## config.mk

```make
export PLATFORM = sky130hd
export DESIGN_NAME = ale_frame_sequencer_flat
export DESIGN_NICKNAME = d
export VERILOG_FILES = /design/src/rtl/ale_seq_if.sv /design/src/rtl/ale_frame_sequencer.sv /design/src/flat_wrapper.sv
export SDC_FILE = /design/constraint.sdc
export NUM_CORES = 1
export LEC_CHECK = 0
export CAP_MARGIN = 25
export CORE_ASPECT_RATIO = 1.1
export CORE_MARGIN = 2
export CORE_UTILIZATION = 42
export DETAILED_ROUTE_END_ITERATION = 16
export HOLD_SLACK_MARGIN = 0.06
export PLACE_DENSITY_LB_ADDON = 0.1
export SYNTH_ARGS = -nofsm -noshare
export SYNTH_HDL_FRONTEND = slang
export SYNTH_SLANG_ARGS = --single-unit
```

## constraint.sdc

```tcl
create_clock -name clk -period 2.5 [get_ports clk]
set_input_delay 0.5 -clock clk [delete_from_list [all_inputs] [get_ports clk]]
set_output_delay 0.5 -clock clk [all_outputs]
set_load 0.005 [all_outputs]
```

## src/rtl/ale_seq_if.sv

```systemverilog
// Handshake and data bundle between the frame sequencer, its window source,
// the atmospheric light estimator and the recovery stages.
interface ale_seq_if #(
  parameter int unsigned IMG_W = 512,
  parameter int unsigned IMG_H = 512
);
  localparam int unsigned CW = (IMG_W > 1) ? $clog2(IMG_W) : 1;
  localparam int unsigned RW = (IMG_H > 1) ? $clog2(IMG_H) : 1;

  logic          start;
  logic          reuse_a;
  logic          pix_valid;
  logic          pix_ready;
  logic          ale_rst;
  logic          ale_valid;
  logic [7:0]    ale_a_r, ale_a_g, ale_a_b;
  logic [9:0]    ale_inv_r, ale_inv_g, ale_inv_b;
  logic [7:0]    a_r, a_g, a_b;
  logic [9:0]    inv_a_r, inv_a_g, inv_a_b;
  logic          a_valid;
  logic          out_valid;
  logic [CW-1:0] out_col;
  logic [RW-1:0] out_row;
  logic          out_last;
  logic          busy;
  logic          done;

  // Sequencer side
  modport master (
    input  start, reuse_a, pix_valid,
    input  ale_a_r, ale_a_g, ale_a_b, ale_inv_r, ale_inv_g, ale_inv_b,
    output pix_ready, ale_rst, ale_valid,
    output a_r, a_g, a_b, inv_a_r, inv_a_g, inv_a_b, a_valid,
    output out_valid, out_col, out_row, out_last, busy, done
  );

  // Surrounding pipeline side
  modport slave (
    output start, reuse_a, pix_valid,
    output ale_a_r, ale_a_g, ale_a_b, ale_inv_r, ale_inv_g, ale_inv_b,
    input  pix_ready, ale_rst, ale_valid,
    input  a_r, a_g, a_b, inv_a_r, inv_a_g, inv_a_b, a_valid,
    input  out_valid, out_col, out_row, out_last, busy, done
  );
endinterface

```

## src/rtl/ale_frame_sequencer.sv

```systemverilog
// Two-pass frame controller around the atmospheric light estimator.
// Optional SEQ_REUSE_A_EN lets a start skip pass 1 and reuse the latched A.
module ale_frame_sequencer #(
  parameter int unsigned IMG_W       = 512,
  parameter int unsigned IMG_H       = 512,
  parameter int unsigned ALE_LATENCY = 3
) (
  input  logic       clk,
  input  logic       rst,
  ale_seq_if.master  bus
);
  localparam int unsigned CW = (IMG_W > 1) ? $clog2(IMG_W) : 1;
  localparam int unsigned RW = (IMG_H > 1) ? $clog2(IMG_H) : 1;
  localparam int unsigned DW = (ALE_LATENCY > 1) ? $clog2(ALE_LATENCY) : 1;
  localparam logic [CW-1:0] COL_MAX   = CW'(IMG_W - 1);
  localparam logic [RW-1:0] ROW_MAX   = RW'(IMG_H - 1);
  localparam logic [DW-1:0] DRAIN_MAX = DW'(ALE_LATENCY - 1);

  typedef enum logic [2:0] {
    S_IDLE, S_CLEAR, S_PASS1, S_DRAIN, S_LATCH, S_PASS2, S_DONE
  } state_t;

  state_t        state, state_nxt;
  logic [CW-1:0] col;
  logic [RW-1:0] row;
  logic [DW-1:0] drain_cnt;
  logic          in_pass_c, xfer_c, last_px_c, reuse_ok_c;

`ifdef SEQ_REUSE_A_EN
  assign reuse_ok_c = bus.reuse_a & bus.a_valid;
`else
  logic unused_reuse_a;
  assign unused_reuse_a = bus.reuse_a;
  assign reuse_ok_c     = 1'b0;
`endif

  assign in_pass_c = (state == S_PASS1) || (state == S_PASS2);
  assign xfer_c    = in_pass_c & bus.pix_valid;
  assign last_px_c = (col == COL_MAX) && (row == ROW_MAX);
  assign bus.out_col = col;
  assign bus.out_row = row;

  always_ff @(posedge clk) begin
    if (rst) state <= S_IDLE;
    else     state <= state_nxt;
  end

  // Next state and the handshake outputs that must follow pix_valid in-cycle
  always_comb begin
    state_nxt     = state;
    bus.pix_ready = 1'b0;
    bus.ale_valid = 1'b0;
    bus.out_valid = 1'b0;
    bus.out_last  = 1'b0;
    case (state)
      S_IDLE:  if (bus.start) state_nxt = reuse_ok_c ? S_PASS2 : S_CLEAR;
      S_CLEAR: state_nxt = S_PASS1;
      S_PASS1: begin
        bus.pix_ready = 1'b1;
        bus.ale_valid = bus.pix_valid;
        if (bus.pix_valid && last_px_c) state_nxt = S_DRAIN;
      end
      S_DRAIN: if (drain_cnt == DRAIN_MAX) state_nxt = S_LATCH;
      S_LATCH: state_nxt = S_PASS2;
      S_PASS2: begin
        bus.pix_ready = 1'b1;
        bus.out_valid = bus.pix_valid;
        bus.out_last  = bus.pix_valid & last_px_c;
        if (bus.pix_valid && last_px_c) state_nxt = S_DONE;
      end
      S_DONE:  state_nxt = S_IDLE;
      default: state_nxt = S_IDLE;
    endcase
  end

  // Raster counters advance only on accepted windows; the final pixel wraps both
  always_ff @(posedge clk) begin
    if (rst) begin
      col <= '0;
      row <= '0;
    end else if (xfer_c) begin
      if (col == COL_MAX) begin
        col <= '0;
        row <= (row == ROW_MAX) ? '0 : row + 1'b1;
      end else begin
        col <= col + 1'b1;
      end
    end
  end

  always_ff @(posedge clk) begin
    if (rst || state != S_DRAIN) drain_cnt <= '0;
    else                         drain_cnt <= drain_cnt + 1'b1;
  end

  // Registered status and the latched estimator results
  always_ff @(posedge clk) begin
    if (rst) begin
      bus.ale_rst <= 1'b0;
      bus.busy    <= 1'b0;
      bus.done    <= 1'b0;
      bus.a_valid <= 1'b0;
      bus.a_r     <= '0;
      bus.a_g     <= '0;
      bus.a_b     <= '0;
      bus.inv_a_r <= '0;
      bus.inv_a_g <= '0;
      bus.inv_a_b <= '0;
    end else begin
      bus.ale_rst <= (state_nxt == S_CLEAR);
      bus.busy    <= (state_nxt != S_IDLE);
      bus.done    <= (state_nxt == S_DONE);
      if (state == S_LATCH) begin
        bus.a_valid <= 1'b1;
        bus.a_r     <= bus.ale_a_r;
        bus.a_g     <= bus.ale_a_g;
        bus.a_b     <= bus.ale_a_b;
        bus.inv_a_r <= bus.ale_inv_r;
        bus.inv_a_g <= bus.ale_inv_g;
        bus.inv_a_b <= bus.ale_inv_b;
      end
    end
  end
endmodule

```

## src/flat_wrapper.sv

```systemverilog
// flat-port wrapper written by rule: the top's interface ports become plain ports
module ale_frame_sequencer_flat 
#(
  parameter int unsigned IMG_W       = 512,
  parameter int unsigned IMG_H       = 512,
  parameter int unsigned ALE_LATENCY = 3
)
  (clk, rst, bus_start, bus_reuse_a, bus_pix_valid, bus_ale_a_r, bus_ale_a_g, bus_ale_a_b, bus_ale_inv_r, bus_ale_inv_g, bus_ale_inv_b, bus_pix_ready, bus_ale_rst, bus_ale_valid, bus_a_r, bus_a_g, bus_a_b, bus_inv_a_r, bus_inv_a_g, bus_inv_a_b, bus_a_valid, bus_out_valid, bus_out_col, bus_out_row, bus_out_last, bus_busy, bus_done);
  ale_seq_if #(.IMG_W(IMG_W), .IMG_H(IMG_H)) bus_i ();
  input  logic clk;
  input  logic rst;
  input wire logic [$bits(bus_i.start)-1:0] bus_start;
  input wire logic [$bits(bus_i.reuse_a)-1:0] bus_reuse_a;
  input wire logic [$bits(bus_i.pix_valid)-1:0] bus_pix_valid;
  input wire logic [$bits(bus_i.ale_a_r)-1:0] bus_ale_a_r;
  input wire logic [$bits(bus_i.ale_a_g)-1:0] bus_ale_a_g;
  input wire logic [$bits(bus_i.ale_a_b)-1:0] bus_ale_a_b;
  input wire logic [$bits(bus_i.ale_inv_r)-1:0] bus_ale_inv_r;
  input wire logic [$bits(bus_i.ale_inv_g)-1:0] bus_ale_inv_g;
  input wire logic [$bits(bus_i.ale_inv_b)-1:0] bus_ale_inv_b;
  output wire logic [$bits(bus_i.pix_ready)-1:0] bus_pix_ready;
  output wire logic [$bits(bus_i.ale_rst)-1:0] bus_ale_rst;
  output wire logic [$bits(bus_i.ale_valid)-1:0] bus_ale_valid;
  output wire logic [$bits(bus_i.a_r)-1:0] bus_a_r;
  output wire logic [$bits(bus_i.a_g)-1:0] bus_a_g;
  output wire logic [$bits(bus_i.a_b)-1:0] bus_a_b;
  output wire logic [$bits(bus_i.inv_a_r)-1:0] bus_inv_a_r;
  output wire logic [$bits(bus_i.inv_a_g)-1:0] bus_inv_a_g;
  output wire logic [$bits(bus_i.inv_a_b)-1:0] bus_inv_a_b;
  output wire logic [$bits(bus_i.a_valid)-1:0] bus_a_valid;
  output wire logic [$bits(bus_i.out_valid)-1:0] bus_out_valid;
  output wire logic [$bits(bus_i.out_col)-1:0] bus_out_col;
  output wire logic [$bits(bus_i.out_row)-1:0] bus_out_row;
  output wire logic [$bits(bus_i.out_last)-1:0] bus_out_last;
  output wire logic [$bits(bus_i.busy)-1:0] bus_busy;
  output wire logic [$bits(bus_i.done)-1:0] bus_done;
  assign bus_i.start = bus_start;
  assign bus_i.reuse_a = bus_reuse_a;
  assign bus_i.pix_valid = bus_pix_valid;
  assign bus_i.ale_a_r = bus_ale_a_r;
  assign bus_i.ale_a_g = bus_ale_a_g;
  assign bus_i.ale_a_b = bus_ale_a_b;
  assign bus_i.ale_inv_r = bus_ale_inv_r;
  assign bus_i.ale_inv_g = bus_ale_inv_g;
  assign bus_i.ale_inv_b = bus_ale_inv_b;
  assign bus_pix_ready = bus_i.pix_ready;
  assign bus_ale_rst = bus_i.ale_rst;
  assign bus_ale_valid = bus_i.ale_valid;
  assign bus_a_r = bus_i.a_r;
  assign bus_a_g = bus_i.a_g;
  assign bus_a_b = bus_i.a_b;
  assign bus_inv_a_r = bus_i.inv_a_r;
  assign bus_inv_a_g = bus_i.inv_a_g;
  assign bus_inv_a_b = bus_i.inv_a_b;
  assign bus_a_valid = bus_i.a_valid;
  assign bus_out_valid = bus_i.out_valid;
  assign bus_out_col = bus_i.out_col;
  assign bus_out_row = bus_i.out_row;
  assign bus_out_last = bus_i.out_last;
  assign bus_busy = bus_i.busy;
  assign bus_done = bus_i.done;
  ale_frame_sequencer #(.IMG_W(IMG_W), .IMG_H(IMG_H), .ALE_LATENCY(ALE_LATENCY)) u_core (.clk(clk), .rst(rst), .bus(bus_i));
endmodule
```

==> results.yml <==
outcome:
  status: "finished clean"
setup_path:
  crit_required_ns: 2.00
  start_kind: "flip-flop"
  worst_ep_arrival_time_ns: 1.87
  critical_path.endpoint_type: "primary output"
  crit_fanout: 10
  cp_top_family: "simple AND/OR/NAND/NOR gates"
  crit_buf_inv: 1
  crit_path_max_incr_delay_ns: 0.52
  criticalPathCategory: "reg2out"
  crit_chain: "or3b_4, nand2_1, clkdlybuf4s50_1"
  worst_path_max_delay_cell: "clkdlybuf4s50_1"
synth:
  yosys_warnings: 0
  synthArstFlopShare: 0
  synth_enable_flop_cells: 0
  netlist_area_sq_um: 3210
  synth.distinct_cells: 35
  ys.flop_type: "dfxtp_1"
  synthesis.instances: 381
  ys_ff_latch: 81
  synth-seq-area-share: 0.505
  syn_nets: 445
  avgSynthCellArea_sq_um: 8.43
clocking:
  hold_buffers: 0
  clockBufferDepth: 2
  cts_buffers: 9
  clk_pin_slew_ns: 0.08
  h-tree-depth: 3
  clock_latency_ns: 0.35
  tritoncts: "yes"
  root_buffer: "clkbuf_8"
  cts_sinks: 81
layout:
  fin_area_sq_um: 4840
  syn_to_final_growth_pct: 50.8
  utilization: 0.652
  n_antenna_cell: 0
  fin_cells: 608
  nNetsFinal: 580
  drive_above_1_share: 0.0979
  mostFrequentLayoutCells: "clkdlybuf4s50_1 (135), nand2_1 (115), dfxtp_1 (76)"
  final_common_cell: "clkdlybuf4s50_1"
power_and_ir_drop:
  p_leak_nw: 1.60
  power_mw: 2.30
  p_per_area_nw_per_um2: 474
  worst_ir_drop_vdd_v: 0.000277
floorplanning:
  start_util: 0.432
  die_w_um: 87.4
  fp.coreArea_sq_um: 7430
  rows: 33
  die_h_um: 95.7
  dieArea_sq_um: 8370
  ios: 139
grt:
  grt_usage: 0.188
  antenna_found_initial: 0
  grt_max_degree: 56
  overflow: 0
  grt_pass1_vias: 2744
  grt_pass1_wl_um: 12400
route:
  ant_nets: 0
  drt_iter0_drc: 123
  route.detailed.drc: 0
  wl_um: 7840
  dr.pass1.iters: 4
  wire_per_inst_um: 12.9
  num_vias: 2959
  viasPerCell: 4.87
sta:
  fmax_mhz: 422
  worst_pin_slew_ns: 0.709
  setup_slack_ns: 0.130
  holdWs_ns: 0.412
  hold_viol: 0
  rsz0062_at_grt: "false"
  tns_ns: 0
  maxSlewViolCount: 0
  finalSetupViolations: 0
  relSlewSlack: 0.527
  finalCriticalPeriod_ns: 2.37
  period_share: 0.948
  finalClockSkew_ns: 0.0103
placed_design:
  portBuffers: 137
  dp_hpwl_um: 5600
  preCtsSetupSlack_ns: 0.211
  dpl-instance-area_sq_um: 4650
  gp_congestion: 0.840
  dpl.cell_count: 590
min_path:
  hp-class: "reg2reg"
job:
  maxCapViolations: 0
-- cells in the mapped netlist (3+ instances only) --
cell type	n	area, sq um
a21oi_1	60	300
nor3_1	3	15.0
nand2_1	116	435
a211oi_2	8	100
nand3_1	8	40.0
and2_1	4	25.0
nor2_1	26	97.6
dfxtp_1	81	1620
nand4_1	6	37.5
buf_6	3	33.8
inv_1	3	11.3
ha_1	5	62.6
xnor2_1	13	114
buf_2	8	40.0
clkbuf_1	14	52.6
-- report_power, final --
group	internal (mW)	switching (mW)
clock network	0.358	0.459
registers	1.30	0.0104
logic	0.112	0.0634
total	1.77	0.533
-- cells by family after synthesis --
group,after synthesis,share of synthesized area
mux,2,0.00662
fa+ha+maj,5,0.0195
simple gates,174,0.229
flops,81,0.505
buf+inv,28,0.0428
xor+xnor,14,0.0382
compound gates,77,0.159
-- final timing paths --
check / from / endpoint / slack, ns / cells past startpoint
worst max register to register: u_core.bus.out_col[2] / u_core.bus.out_col[7] / 0.60 / 7
worst min register to register: u_core.drain_cnt[0] / u_core.drain_cnt[0] / 0.41 / 1
worst max-delay path: u_core.state[0] / bus_pix_ready / 0.13 / 3
worst min-delay path: u_core.drain_cnt[0] / u_core.drain_cnt[0] / 0.41 / 1
-- worst register-to-register path: cells and delay by family (launching register included) --
kind	cells	cell delay [ns]
AOI/OAI and AO/OA	1	0.30
adders and majority gates	1	0.22
DFF	1	0.41
and+or+nand+nor	5	0.86
-- sequential cells by signal, indices dropped and copies added, names as in the netlist --
signal	count
u_core.bus.out_row	9
u_core.bus.inv_a_b	10
u_core.bus.inv_a_r	10
u_core.bus.out_col	9
u_core.bus.a_valid	1
u_core.bus.a_b	8
u_core.bus.a_g	8
u_core.bus.ale_rst	1
u_core.state	3
u_core.bus.inv_a_g	10
u_core.drain_cnt	2
u_core.bus.a_r	8
u_core.bus.done	1
u_core.bus.busy	1
-- final cells by class --
type / instances / area (sq um)
flip-flops and latches: 81 / 1630
multi-input cells: 272 / 1460
clock inverters: 5 / 32.5
fillers: 618 / 2590
well taps: 87 / 109
inverters: 3 / 11.3
repair buffers: 149 / 1470
clock buffers: 11 / 131
-- timing repair --
item	CTS	global route
buffers inserted	2	0
pin swaps	3	0
endpoints found under the setup margin	1	1
gates resized for setup	7	2
-- metal layers --
metal,global-route usage,vias up,wire [um]
li1,-,1530,-
met4,0.0769,0,125
met3,0.0583,12,517
met1,0.224,1340,3330
met2,0.313,77,3870
met5,0,-,0
Power figures use the tool's default switching activity.
